$ cat src/rtl/mct_scheduler.sv
`default_nettype none
// ============================================================================
// Module   : mct_scheduler
// Purpose  : Run/stop and single-step controller for the time-pulse ring.
//            Generates one-hot TP1..TPn pulses and picks the memory-cycle
//            type (IDLE/INST/CTR/INTR) at the start of every MCT.
// Ports    : clk, rst_n (sync, active-low)
//            run          - level, free-run consecutive MCTs
//            step         - single-MCT request (rising edge detected here)
//            ctr_req      - counter-increment request pulses
//            intr_req     - interrupt request level
//            intr_inhibit - 1 masks interrupts
//            tp           - one-hot time pulses, tp[0] = TP1
//            cycle_type   - 00 IDLE, 01 INST, 10 CTR, 11 INTR
//            ctr_grant    - one-hot counter serviced by the current CTR MCT
//            intr_ack     - one-clock pulse on TP1 of an INTR MCT
//            running      - 1 while any tp bit is high
//            mct_count    - count of MCTs started (wraps)
//            stall        - only with MCT_STALL_EN: hold at TPn while high
// Options  : `define MCT_STALL_EN adds the stall input (slow-memory wait).
// Revision : 1.0 - initial release
// ============================================================================
module mct_scheduler #(
    parameter int NUM_TP    = 9,
    parameter int NUM_CTR   = 4,
    parameter int MAX_BURST = 3
) (
    input  logic               clk,
    input  logic               rst_n,
    input  logic               run,
    input  logic               step,
    input  logic [NUM_CTR-1:0] ctr_req,
    input  logic               intr_req,
    input  logic               intr_inhibit,
    output logic [NUM_TP-1:0]  tp,
    output logic [1:0]         cycle_type,
    output logic [NUM_CTR-1:0] ctr_grant,
    output logic               intr_ack,
    output logic               running,
    output logic [15:0]        mct_count
`ifdef MCT_STALL_EN
    ,
    input  logic               stall
`endif
);

    localparam int C_BW = $clog2(MAX_BURST + 1);

    localparam logic [1:0] C_CT_IDLE = 2'b00;
    localparam logic [1:0] C_CT_INST = 2'b01;
    localparam logic [1:0] C_CT_CTR  = 2'b10;
    localparam logic [1:0] C_CT_INTR = 2'b11;

    typedef enum logic [0:0] {
        ST_STOPPED = 1'b0,
        ST_ACTIVE  = 1'b1
    } state_t;

    state_t             r_state_q,      w_state_d;
    logic [NUM_TP-1:0]  r_tp_q,         w_tp_d;
    logic [1:0]         r_ctype_q,      w_ctype_d;
    logic [NUM_CTR-1:0] r_grant_q,      w_grant_d;
    logic               r_ack_q,        w_ack_d;
    logic               r_running_q,    w_running_d;
    logic [15:0]        r_count_q,      w_count_d;
    logic [NUM_CTR-1:0] r_pend_q,       w_pend_d;
    logic [C_BW-1:0]    r_burst_q,      w_burst_d;
    logic               r_step_q,       w_step_d;
    logic               r_lock_q,       w_lock_d;

    logic               w_stall;
    logic               w_step_edge;
    logic               w_last;
    logic               w_start;
    logic               w_stop;
    logic               w_ctr_ok;
    logic               w_intr_ok;
    logic [NUM_CTR-1:0] w_lowest;
    logic [NUM_CTR-1:0] w_clr;

`ifdef MCT_STALL_EN
    assign w_stall = stall;
`else
    assign w_stall = 1'b0;
`endif

    always_comb begin
        w_step_edge = step & ~r_step_q;
        w_last      = r_tp_q[NUM_TP-1];

        // The run/stop decision at TPn is deferred while the MCT is stalled.
        if (r_state_q == ST_STOPPED) begin
            w_start = run | w_step_edge;
            w_stop  = 1'b0;
        end else begin
            w_start = w_last & ~w_stall & run;
            w_stop  = w_last & ~w_stall & ~run;
        end

        // Isolate the lowest set pending bit (two's-complement trick).
        w_lowest  = r_pend_q & (~r_pend_q + NUM_CTR'(1));
        w_ctr_ok  = (|r_pend_q) && (r_burst_q != C_BW'(MAX_BURST));
        w_intr_ok = intr_req & ~intr_inhibit & ~r_lock_q;

        w_state_d = r_state_q;
        w_tp_d    = r_tp_q;
        w_ctype_d = r_ctype_q;
        w_grant_d = r_grant_q;
        w_ack_d   = 1'b0;
        w_count_d = r_count_q;
        w_burst_d = r_burst_q;
        w_lock_d  = r_lock_q;
        w_clr     = '0;
        w_step_d  = step;

        if (w_start) begin
            w_state_d = ST_ACTIVE;
            w_tp_d    = NUM_TP'(1);
            w_count_d = r_count_q + 16'd1;
            if (w_ctr_ok) begin
                w_ctype_d = C_CT_CTR;
                w_grant_d = w_lowest;
                w_clr     = w_lowest;
                w_burst_d = r_burst_q + C_BW'(1);
            end else if (w_intr_ok) begin
                w_ctype_d = C_CT_INTR;
                w_grant_d = '0;
                w_ack_d   = 1'b1;
                w_lock_d  = 1'b1;
                w_burst_d = '0;
            end else begin
                w_ctype_d = C_CT_INST;
                w_grant_d = '0;
                w_lock_d  = 1'b0;
                w_burst_d = '0;
            end
        end else if (w_stop) begin
            w_state_d = ST_STOPPED;
            w_tp_d    = '0;
            w_ctype_d = C_CT_IDLE;
            w_grant_d = '0;
        end else if ((r_state_q == ST_ACTIVE) && !w_last) begin
            w_tp_d = {r_tp_q[NUM_TP-2:0], 1'b0};
        end

        // A new request on the granting edge wins over the clear.
        w_pend_d    = (r_pend_q & ~w_clr) | ctr_req;
        w_running_d = |w_tp_d;
    end

    always_ff @(posedge clk) begin
        if (!rst_n) begin
            r_state_q   <= ST_STOPPED;
            r_tp_q      <= '0;
            r_ctype_q   <= C_CT_IDLE;
            r_grant_q   <= '0;
            r_ack_q     <= 1'b0;
            r_running_q <= 1'b0;
            r_count_q   <= '0;
            r_pend_q    <= '0;
            r_burst_q   <= '0;
            r_step_q    <= 1'b0;
            r_lock_q    <= 1'b0;
        end else begin
            r_state_q   <= w_state_d;
            r_tp_q      <= w_tp_d;
            r_ctype_q   <= w_ctype_d;
            r_grant_q   <= w_grant_d;
            r_ack_q     <= w_ack_d;
            r_running_q <= w_running_d;
            r_count_q   <= w_count_d;
            r_pend_q    <= w_pend_d;
            r_burst_q   <= w_burst_d;
            r_step_q    <= w_step_d;
            r_lock_q    <= w_lock_d;
        end
    end

    assign tp         = r_tp_q;
    assign cycle_type = r_ctype_q;
    assign ctr_grant  = r_grant_q;
    assign intr_ack   = r_ack_q;
    assign running    = r_running_q;
    assign mct_count  = r_count_q;

endmodule
`default_nettype wire

$ cat config.mk
export PLATFORM = sky130hd
export DESIGN_NAME = mct_scheduler
export DESIGN_NICKNAME = d
export VERILOG_FILES = /design/src/rtl/mct_scheduler.sv
export SDC_FILE = /design/constraint.sdc
export NUM_CORES = 1
export LEC_CHECK = 0
export CORE_UTILIZATION = 49
export DETAILED_ROUTE_END_ITERATION = 8
export PLACE_DENSITY_LB_ADDON = 0.15
export REMOVE_ABC_BUFFERS = 1
export SLEW_MARGIN = 20
export SYNTH_ARGS = -nofsm -noshare
export SYNTH_HDL_FRONTEND = slang
export SYNTH_SLANG_ARGS = --single-unit
$ cat constraint.sdc
create_clock -name clk -period 1.6 [get_ports clk]
set_input_delay 0.32 -clock clk [delete_from_list [all_inputs] [get_ports clk]]
set_output_delay 0.32 -clock clk [all_outputs]
set_load 0.05 [all_outputs]
==> metrics.yaml, run 1 <==
global_routing:
  top_usage_layer: "met2"
  grt_use_met3: 0.0365
  globalRouteOverflowTotal: 0
  met2_usage: 0.467
  track_usage: 0.257
  grt_pass1_vias: 1832
  grt_pass1_wl_um: 8070
  use_met1: 0.291
  grt_max_degree: 29
  antenna_found_initial: 0
cells_and_area:
  antenna_cells: 0
  drive_above_1_share: 0.344
  areaGrowthSynthToFinish_pct: 62.2
  postLayoutCoreUtil: 0.849
  postLayoutCellArea_um2: 2920
  nets: 299
placed_design:
  place_area_um2: 2710
  io_buffers: 42
  dpl.hpwl_um: 3200
  place_congestion: 0.810
synthesis:
  synth_edf_count: 0
  ys_warn_count: 0
  synth_top_area_cell: "dfxtp_1"
  netlist-cell-type-count: 42
  ys_ff_latch: 42
  ys.flop_type: "dfxtp_1"
  synth_top_area_frac: 0.467
  synthArstFlopShare: 0
  yosys-top-cells-area: "dfxtp_1 47%, a21oi_1 7.8%, nand2_1 5.4%, o21ai_0 3.6%, nor2_1 3.5%"
  synth_cells: 211
  syn_area_per_cell_um2: 8.54
  synthesis.area_um2: 1800
  ys_seq_area_frac: 0.467
clocking:
  cts_tree: "built"
  clock-sinks: 42
  cts_buffers: 5
  hold_buffers: 0
  clkTransAtPathRegs_ns: 0.08
  clockRootBuffer: "clkbuf_8"
  clkLatencyLatePin_ns: 0.29
  htree_levels: 2
  clk_path_buf_depth: 2
critical_path:
  crit_chain: "ha_4, and4_4, o2111ai_1, buf_4, or3_4, a21oi_2"
  cpPeakStageDelay_ns: 0.38
  critPathRequiredTime_ns: 1.84
  critPathArrivalTime_ns: 1.78
  path_buf_inv: 1
  start_kind: "flip-flop"
  criticalPathCategory: "flip-flop to flip-flop"
  cp_max_fo: 8
  path_delay_family: "simple AND/OR/NAND/NOR gates"
  cpMaxStageDelayCell: "dfxtp_4"
  end_kind: "flip-flop"
timing:
  clock_skew_ns: 0.0112
  finalSetupViolCount: 0
  period_needed_ns: 1.55
  whs_ns: 0.405
  worst_slew_pin_slew_ns: 0.377
  period_share: 0.966
  slew_violations: 0
  max_freq_ghz: 0.647
  final-hold-violation-count: 0
  slew_headroom: 0.748
  grt_setup_unrepaired: "yes"
floorplanning:
  die_x_um: 62.6
  die_h_um: 62.6
  initial_core_util: 0.523
  boundaryPins: 43
  fp.coreArea_um2: 3440
  die_area_um2: 3920
  placementRows: 21
route:
  drt-vias-per-instance: 5.57
  num_vias: 1862
  first_pass_iters: 4
  drt-total-wl_um: 5020
  drc: 0
  drt_iter0_drc: 91
  wl_per_cell_um: 15.0
  ant_nets: 0
status:
  status: "finished clean"
flow_run:
  maxCapViolCount: 0
power:
  p_leak_nw: 1.13
  power_density_nw_per_um2: 838
  ir_worst_vdd_mv: 0.564
hold_path:
  hold_class: "input port to flip-flop"
==> final cells by class <==
type | instances | area, um2
Multi-Input combinational cell | 154 | 983
Timing Repair Buffer | 78 | 897
Sequential cell | 42 | 848
Fill cell | 179 | 520
Clock buffer | 5 | 68.8
Tap cell | 46 | 57.6
Clock inverter | 3 | 43.8
Inverter | 6 | 22.5
==> cells in the mapped netlist, types with 3 or more instances <==
library cell / n
a21oi_1: 28
buf_2: 3
clkbuf_1: 6
dfxtp_1: 42
inv_1: 6
mux2i_1: 3
nand2_1: 26
nand2b_1: 4
nand3_1: 8
nor2_1: 17
o21ai_0: 13
o31ai_1: 4
or3_1: 7
or4_1: 3
==> worst register-to-register path, delay by kind of cell, from the launching register on <==
family | cells | cell delay [ns]
adder cells (fa/ha/maj) | 1 | 0.16
AO/OA/AOI/OAI | 2 | 0.22
AND/OR/NAND/NOR | 2 | 0.55
buffers and inverters | 1 | 0.18
flip-flops | 1 | 0.38
==> power by group <==
group	switching [mW]	internal, mW
registers	0.0347	1.09
clock network	0.378	0.468
logic	0.267	0.210
total	0.680	1.77
==> timing repair <==
action,CTS,global route
pin swaps,1,8
endpoints found under the setup margin,14,15
gates resized for setup,5,21
setup buffers,0,1
==> logic make-up after synthesis <==
group / after synthesis / share of synthesized area
buf+inv: 15 / 0.0333
flops: 42 / 0.467
compound gates: 63 / 0.224
mux: 3 / 0.0167
fa+ha+maj: 2 / 0.0139
simple gates: 82 / 0.226
xor+xnor: 4 / 0.0194
==> per-layer routing <==
layer  vias to the layer above  wire length (um)
li1                        918                 -
met1                       886              2160
met2                        41              2560
met3                        17               118
met4                         0               178
met5                         -                 0
==> worst paths after layout <==
kind         slack [ns]                        from  depth (start not counted)                         end
max                0.05   mct_count[1]$_SDFFE_PN0P_                          6  mct_count[12]$_SDFFE_PN0P_
min                0.41                        step                          3         r_step_q$_SDFF_PN0_
max reg2reg        0.05   mct_count[1]$_SDFFE_PN0P_                          6  mct_count[12]$_SDFFE_PN0P_
min reg2reg        0.47  cycle_type[0]$_SDFFE_PN0P_                          2  cycle_type[0]$_SDFFE_PN0P_
==> sequential cells by signal, indices dropped and copies added (netlist names) <==
register / flops
r_lock_q: 1
r_pend_q: 4
r_state_q: 1
intr_ack: 1
running: 1
r_step_q: 1
tp: 9
ctr_grant: 4
mct_count: 16
cycle_type: 2
r_burst_q: 2
==> metrics by stage <==
stage	setup TNS, ns	std cells	total power, mW	setup slack, ns
final	0	334	2.45	0.0543
after global routing	-0.101	334	2.54	-0.0433
after CTS	0	333	2.42	0.00256
after detailed placement	-10.27	325	1.59	-0.435
after global placement	-7.69	325	1.58	-0.322
after floorplan	-3.15	202	1.37	-0.294
==> cell usage in the layout, fill, tap and decap left out, types with 2 or more instances in the layout <==
master,instances
buf_4,46
dfxtp_1,40
nand2_1,25
buf_12,23
a21oi_1,21
nor2_1,17
o21ai_0,13
a21oi_2,7
nand3_1,7
clkdlybuf4s50_1,7
inv_1,6
or3_1,6
clkbuf_8,5
nand2b_1,4
o31ai_1,4
mux2i_1,3
nor3_1,2
nor4_1,2
a32o_1,2
and2_1,2
and3_1,2
or4_4,2
a32oi_1,2
o2111ai_1,2
xor2_1,2
xnor2_1,2
dfxtp_4,2
No activity file was read; power rests on OpenSTA's default activity.
==> run 2: changes to the inputs <==
--- a/config.mk
+++ b/config.mk
@@ -13,3 +13,4 @@
 export SYNTH_ARGS = -nofsm -noshare
 export SYNTH_HDL_FRONTEND = slang
 export SYNTH_SLANG_ARGS = --single-unit
+export TNS_END_PERCENT = 5
==> run 2 against run 1 <==
  * Combinational power is essentially flat
  * Total power is essentially flat
  * Clock skew is essentially flat
  * Core utilization shrank 0.65 points
  * Cell count shrank 0.30%
  * Critical path depth shrank 1
  * Non-clock buffer count shrank 1
  * Via count shrank 0.21%
  * Sequential share of layout area grew 0.23 points
  * Final area shrank 0.77%
  * Highest routed layer unchanged
==> metrics.yaml, run 2 (same netlist as run 1, synthesis figures left out) <==
route:
  wl_met2_um: 2530  # was 2560 um
  drc: 0  # unchanged
  drt_iter0_drc: 92  # was 91
  drt-vias-per-instance: 5.58  # was 5.57
  drt-met1-wl_um: 2080  # was 2160 um
  wl_per_cell_um: 14.8  # was 15.0 um
  num_vias: 1858  # was 1862
  routed.top_layer: "met4"  # unchanged
  ant_nets: 0  # unchanged
  drt-total-wl_um: 4940  # was 5020 um
  first_pass_iters: 4  # unchanged
  wl_met3_um: 177  # was 118 um
power:
  power_frac_clock: 0.345  # was 0.346
  total_switching_power_mw: 0.678  # was 0.680 mW
  ir_worst_vdd_mv: 0.564  # about the same
  pwr-share-seq: 0.460  # was 0.459
  p_int_mw: 1.77  # about the same
  p_leak_nw: 1.12  # was 1.13 nW
  switching_share: 0.277  # was 0.278
  power_density_nw_per_um2: 844  # was 838 nW/um2
  pwr-share-comb: 0.195  # about the same
critical_path:
  cp_max_fo: 6  # was 8
  rr_startpoint: "mct_count[1]$_SDFFE_PN0P_"  # unchanged
  criticalPathCategory: "input port to flip-flop"  # was flip-flop to flip-flop
  r2r_end: "mct_count[12]$_SDFFE_PN0P_"  # unchanged
  critPathArrivalTime_ns: 1.79  # was 1.78 ns
  start_kind: "input port"  # was flip-flop
  critPathRequiredTime_ns: 1.82  # was 1.84 ns
  ff2ff_setup_slack_ns: 0.07  # was 0.05 ns
  rr_worst_depth: 6  # unchanged
  end_kind: "flip-flop"  # unchanged
cells_and_area:
  nets: 298  # was 299
  mostFrequentLayoutCells: "45 x buf_4, 40 x dfxtp_1, 25 x nand2_1, 23 x buf_12, 22 x a21oi_1"  # was 46 x buf_4, 40 x dfxtp_1, 25 x nand2_1, 23 x buf_12, 21 x a21oi_1
  postLayoutCoreUtil: 0.842  # was 0.849
  layout_commonest_cell: "buf_4"  # unchanged
  drive_above_1_share: 0.331  # was 0.344
  largest_register_ff_count: 16  # unchanged
  areaGrowthSynthToFinish_pct: 60.9  # was 62.2%
  antenna_cells: 0  # unchanged
  fillers: 186  # was 179
hold_path:
  hold-path-endpoint: "cycle_type[0]$_SDFFE_PN0P_"  # was r_step_q$_SDFF_PN0_
  hold_class: "flip-flop to flip-flop"  # was input port to flip-flop
  whs_path_depth: 2  # was 3
  worstHoldStart: "cycle_type[0]$_SDFFE_PN0P_"  # was step
status:
  status: "finished clean"  # unchanged
timing:
  worst_slew_pin_slew_ns: 0.374  # was 0.377 ns
  period_needed_ns: 1.56  # was 1.55 ns
  slew_headroom: 0.750  # was 0.748
  clock_skew_ns: 0.0109  # was 0.0112 ns
  period_share: 0.978  # was 0.966
  slew_violations: 0  # unchanged
  max_freq_ghz: 0.639  # was 0.647 GHz
  grt_setup_unrepaired: "yes"  # unchanged
  finalSetupViolCount: 0  # unchanged
  final-hold-violation-count: 0  # unchanged
  whs_ns: 0.465  # was 0.405 ns
clocking:
  clock-sinks: 42  # unchanged
  cts_tree: "built"  # unchanged
  clockRootBuffer: "clkbuf_8"  # unchanged
  cts_buffers: 5  # unchanged
  hold_buffers: 0  # unchanged
  htree_levels: 2  # unchanged
  post_cts_buffers: 0  # unchanged
  clkLatencyLatePin_ns: 0.29  # about the same
  clk_path_buf_depth: 2  # unchanged
  clkTransAtPathRegs_ns: 0.09  # was 0.08 ns
floorplanning:
  boundaryPins: 43  # unchanged
  initial_core_util: 0.523  # unchanged
  die_x_um: 62.6  # unchanged
  die_area_um2: 3920  # unchanged
  placementRows: 21  # unchanged
  die_h_um: 62.6  # unchanged
  fp.coreArea_um2: 3440  # unchanged
global_routing:
  track_usage: 0.258  # was 0.257
  grt_max_degree: 29  # unchanged
  antenna_found_initial: 0  # unchanged
  globalRouteOverflowTotal: 0  # unchanged
  grt_pass1_wl_um: 8090  # was 8070 um
  grt_pass1_vias: 1835  # was 1832
placed_design:
  dpl.hpwl_um: 3200  # unchanged
  place_congestion: 0.810  # unchanged
  io_buffers: 42  # unchanged
flow_run:
  maxCapViolCount: 0  # unchanged
==> run 2: cell count changes in the layout (fill, tap and decap cells not counted), sizes merged <==
cell / previous run / this run
dlymetal6s2s: 1 / 0
clkdlybuf4s50: 7 / 8
buf: 69 / 68
==> run 2: area by class of cell <==
cell class	count	area, um2	area share
tap	46	57.6	0.0199
multi-input combinational	154	971	0.335
sequential	42	848	0.293
clock buffer	5	68.8	0.0237
inverter	6	22.5	0.00777
clock inverter	3	43.8	0.0151
timing repair buffer	77	887	0.306
==> run 2: worst max-delay path by stage <==
| stage | startpoint | to |
|---|---|---|
| floorplan | tp[8]$_SDFF_PN0_ | mct_count[13]$_SDFFE_PN0P_ |
| global placement | step | mct_count[11]$_SDFFE_PN0P_ |
| detailed placement | run | ctr_grant[3]$_SDFFE_PN0P_ |
| CTS | step | mct_count[1]$_SDFFE_PN0P_ |
| global route | step | mct_count[9]$_SDFFE_PN0P_ |
| finish | step | mct_count[9]$_SDFFE_PN0P_ |
==> run 2: what timing repair did <==
item,4_1_cts,5_1_grt
gates resized for setup,6,16
pin swaps,0,7
setup endpoints to repair,14,14
==> run 2: stage by stage <==
step / total power [mW] / TNS (ns) / cells / cell area [um2] / setup WS, ns
2_1_floorplan: 1.37 / -3.15 / 202 / 1760 / -0.294
3_3_place_gp: 1.58 / -7.69 / 325 / 2710 / -0.322
3_5_place_dp: 1.59 / -10.27 / 325 / 2710 / -0.435
4_1_cts: 2.42 / 0 / 333 / 2840 / 0.00256
5_1_grt: 2.54 / -0.151 / 333 / 2900 / -0.0456
6_report: 2.45 / 0 / 333 / 2900 / 0.0352
==> run 2: critical path, cell delays in order <==
cell and delay [ns]:
clkdlybuf4s50_1 0.48, nor2b_4 0.19, o211ai_4 0.12, or4_1 0.52, a21oi_1 0.15
==> run 2: metal layers <==
metal	up-vias	global-route usage
met1	877	0.292
met5	-	0
met3	15	0.0365
met4	0	0.128
met2	48	0.467
li1	918	-
==> run 2: power by group through the flow <==
stage | sequential [mW] | combinational (mW) | clock [mW]
finish | 1.12 | 0.478 | 0.843
CTS | 1.12 | 0.459 | 0.848
global placement | 1.14 | 0.440 | 0
detailed placement | 1.14 | 0.449 | 0
global route | 1.13 | 0.508 | 0.905
floorplan | 1.23 | 0.138 | 0
==> run 3: changes to the inputs <==
--- a/config.mk
+++ b/config.mk
@@ -5,7 +5,9 @@
 export SDC_FILE = /design/constraint.sdc
 export NUM_CORES = 1
 export LEC_CHECK = 0
+export CORE_MARGIN = 2
 export CORE_UTILIZATION = 49
+export CTS_CLUSTER_DIAMETER = 80
 export DETAILED_ROUTE_END_ITERATION = 8
 export PLACE_DENSITY_LB_ADDON = 0.15
 export REMOVE_ABC_BUFFERS = 1
==> run 3 against run 2 <==
  * Critical path type is now flip-flop to flip-flop
  * Global-route usage fell by 0.78 points
  * Largest cell class unchanged
  * Count of clock-buffer cells in the layout rose by 1
  * Clock skew fell by 0.0038 ns
==> metrics.yaml, run 3 (same netlist as run 1, synthesis figures left out) <==
timing:
  max_freq_ghz: 0.664  # was 0.639 GHz
  final-hold-violation-count: 0  # unchanged
  clock_skew_ns: 0.00711  # was 0.0109 ns
  slew_violations: 0  # unchanged
  slew_headroom: 0.691  # was 0.750
  grt_setup_unrepaired: "no"  # was yes
  finalSetupViolCount: 0  # unchanged
  worst_slew_pin_slew_ns: 0.460  # was 0.374 ns
  period_needed_ns: 1.51  # was 1.56 ns
  period_share: 0.941  # was 0.978
  timing.final.ws_setup_ns: 0.0939  # was 0.0352 ns
power:
  pwr-share-comb: 0.208  # was 0.195
  total_switching_power_mw: 0.680  # was 0.678 mW
  switching_share: 0.298  # was 0.277
  pwr-share-seq: 0.489  # was 0.460
  power_density_nw_per_um2: 787  # was 844 nW/um2
  p_int_mw: 1.60  # was 1.77 mW
  ir_worst_vdd_mv: 0.654  # was 0.564 mV
  power_frac_clock: 0.302  # was 0.345
  total_power_mw: 2.28  # was 2.45 mW
  p_leak_nw: 1.13  # was 1.12 nW
critical_path:
  critPathArrivalTime_ns: 1.74  # was 1.79 ns
  rr_startpoint: "r_state_q$_SDFFE_PN0P_"  # was mct_count[1]$_SDFFE_PN0P_
  cp_max_fo: 5  # was 6
  critPathRequiredTime_ns: 1.83  # was 1.82 ns
  criticalPathCategory: "flip-flop to flip-flop"  # was input port to flip-flop
  end_kind: "flip-flop"  # unchanged
  start_kind: "flip-flop"  # was input port
  startpoint: "r_state_q$_SDFFE_PN0P_"  # was step
clocking:
  htree_levels: 2  # unchanged
  clkTransAtPathRegs_ns: 0.08  # was 0.09 ns
  clk_path_buf_depth: 2  # unchanged
  cts_tree: "built"  # unchanged
  clkLatencyLatePin_ns: 0.30  # was 0.29 ns
  hold_buffers: 0  # unchanged
  cts_buffers: 5  # unchanged
  clockRootBuffer: "clkbuf_8"  # unchanged
  clock-sinks: 42  # unchanged
placed_design:
  io_buffers: 42  # unchanged
  place_congestion: 0.768  # was 0.810
  dpl.hpwl_um: 3250  # was 3200 um
  post-place-ws_ns: -0.429  # was -0.435 ns
floorplanning:
  boundaryPins: 43  # unchanged
  fp.coreArea_um2: 3610  # was 3440 um2
  placementRows: 22  # was 21
  die_x_um: 64.6  # was 62.6 um
  die_area_um2: 4180  # was 3920 um2
  initial_core_util: 0.500  # was 0.523
  die_h_um: 64.6  # was 62.6 um
global_routing:
  grt_max_degree: 29  # unchanged
  globalRouteOverflowTotal: 0  # unchanged
  grt_pass1_vias: 1776  # was 1835
  grt_pass1_wl_um: 8090  # about the same
  track_usage: 0.250  # was 0.258
  antenna_found_initial: 0  # unchanged
hold_path:
  hold_class: "input port to flip-flop"  # was flip-flop to flip-flop
  worstHoldStart: "step"  # was cycle_type[0]$_SDFFE_PN0P_
cells_and_area:
  mostFrequentLayoutCells: "47 x buf_4, 42 x dfxtp_1, 26 x a21oi_1, 25 x nand2_1, 23 x buf_12"  # was 45 x buf_4, 40 x dfxtp_1, 25 x nand2_1, 23 x buf_12, 22 x a21oi_1
  layout_commonest_cell: "buf_4"  # unchanged
  fillers: 229  # was 186
  largest_register_ff_count: 16  # unchanged
  antenna_cells: 0  # unchanged
  drive_above_1_share: 0.313  # was 0.331
  nets: 302  # was 298
  areaGrowthSynthToFinish_pct: 61.1  # was 60.9%
status:
  status: "finished clean"  # unchanged
route:
  drt-met1-wl_um: 2140  # was 2080 um
  wl_met3_um: 208  # was 177 um
  wl_met2_um: 2590  # was 2530 um
  ant_nets: 0  # unchanged
  first_pass_iters: 4  # unchanged
  routed.top_layer: "met4"  # unchanged
  drt-vias-per-instance: 5.50  # was 5.58
  drt-total-wl_um: 5020  # was 4940 um
  num_vias: 1864  # was 1858
  wl_per_cell_um: 14.8  # about the same
  drt_iter0_drc: 94  # was 92
  drc: 0  # unchanged
flow_run:
  maxCapViolCount: 0  # unchanged
-- run 3: cell types whose count changed in the layout (fill, tap and decap cells not counted), moves of 2 or more --
cell     before  now
a21oi_1      22   26
a21oi_2       6    2
buf_4        45   47
dfxtp_1      40   42
dfxtp_4       2    0
-- run 3: final cells by class --
class | instances | area [um2] | share of cell area
Sequential cell | 42 | 841 | 0.290
Tap cell | 48 | 60.1 | 0.0207
Clock inverter | 2 | 13.8 | 0.00474
Inverter | 6 | 22.5 | 0.00776
Multi-Input combinational cell | 155 | 977 | 0.337
Clock buffer | 6 | 72.6 | 0.0250
Timing Repair Buffer | 80 | 916 | 0.316
-- run 3: per-layer routing --
layer / GRT usage / up-vias
li1: - / 924
met1: 0.313 / 881
met2: 0.419 / 51
met3: 0.0590 / 8
met4: 0.0904 / 0
met5: 0 / -
-- run 3: worst max-delay path, stage by stage (launching register included) --
cell	delay, ns
dfxtp_1	0.34
a21bo_2	0.30
o211ai_4	0.13
buf_4	0.16
or3_1	0.37
a21oi_2	0.15
-- run 3: per-stage QoR --
step | cells | hold slack (ns) | utilization | setup TNS [ns] | instance area, um2
floorplan | 202 | 0.429 | - | -3.15 | 1760
global placement | 328 | 0.443 | 0.754 | -10.00 | 2720
detailed placement | 328 | 0.454 | 0.754 | -11.50 | 2720
CTS | 336 | 0.464 | 0.784 | 0 | 2830
global route | 339 | 0.441 | 0.805 | 0 | 2900
finish | 339 | 0.437 | 0.805 | 0 | 2900
-- run 3: path summary, 6_finish.rpt --
kind	to	slack (ns)	cells past startpoint
worst min register to register	r_burst_q[1]$_SDFFE_PN0P_	0.46	2
worst max register to register	mct_count[5]$_SDFFE_PN0P_	0.09	5
worst min-delay path	r_step_q$_SDFF_PN0_	0.44	3
worst max-delay path	mct_count[5]$_SDFFE_PN0P_	0.09	5
-- run 3: power by group through the flow --
stage                     logic [mW]  clock network (mW)  registers, mW
after floorplan                0.138                   0           1.23
after global placement         0.439                   0           1.14
after detailed placement       0.448                   0           1.14
after CTS                      0.456               0.700           1.12
after global routing           0.514               0.747           1.12
final                          0.476               0.691           1.12
-- run 3: what timing repair did --
item | CTS | global route
setup buffers | 0 | 2
pin swaps | 0 | 4
gates cloned | 0 | 1
gates resized for setup | 7 | 10
endpoints found under the setup margin | 15 | 22
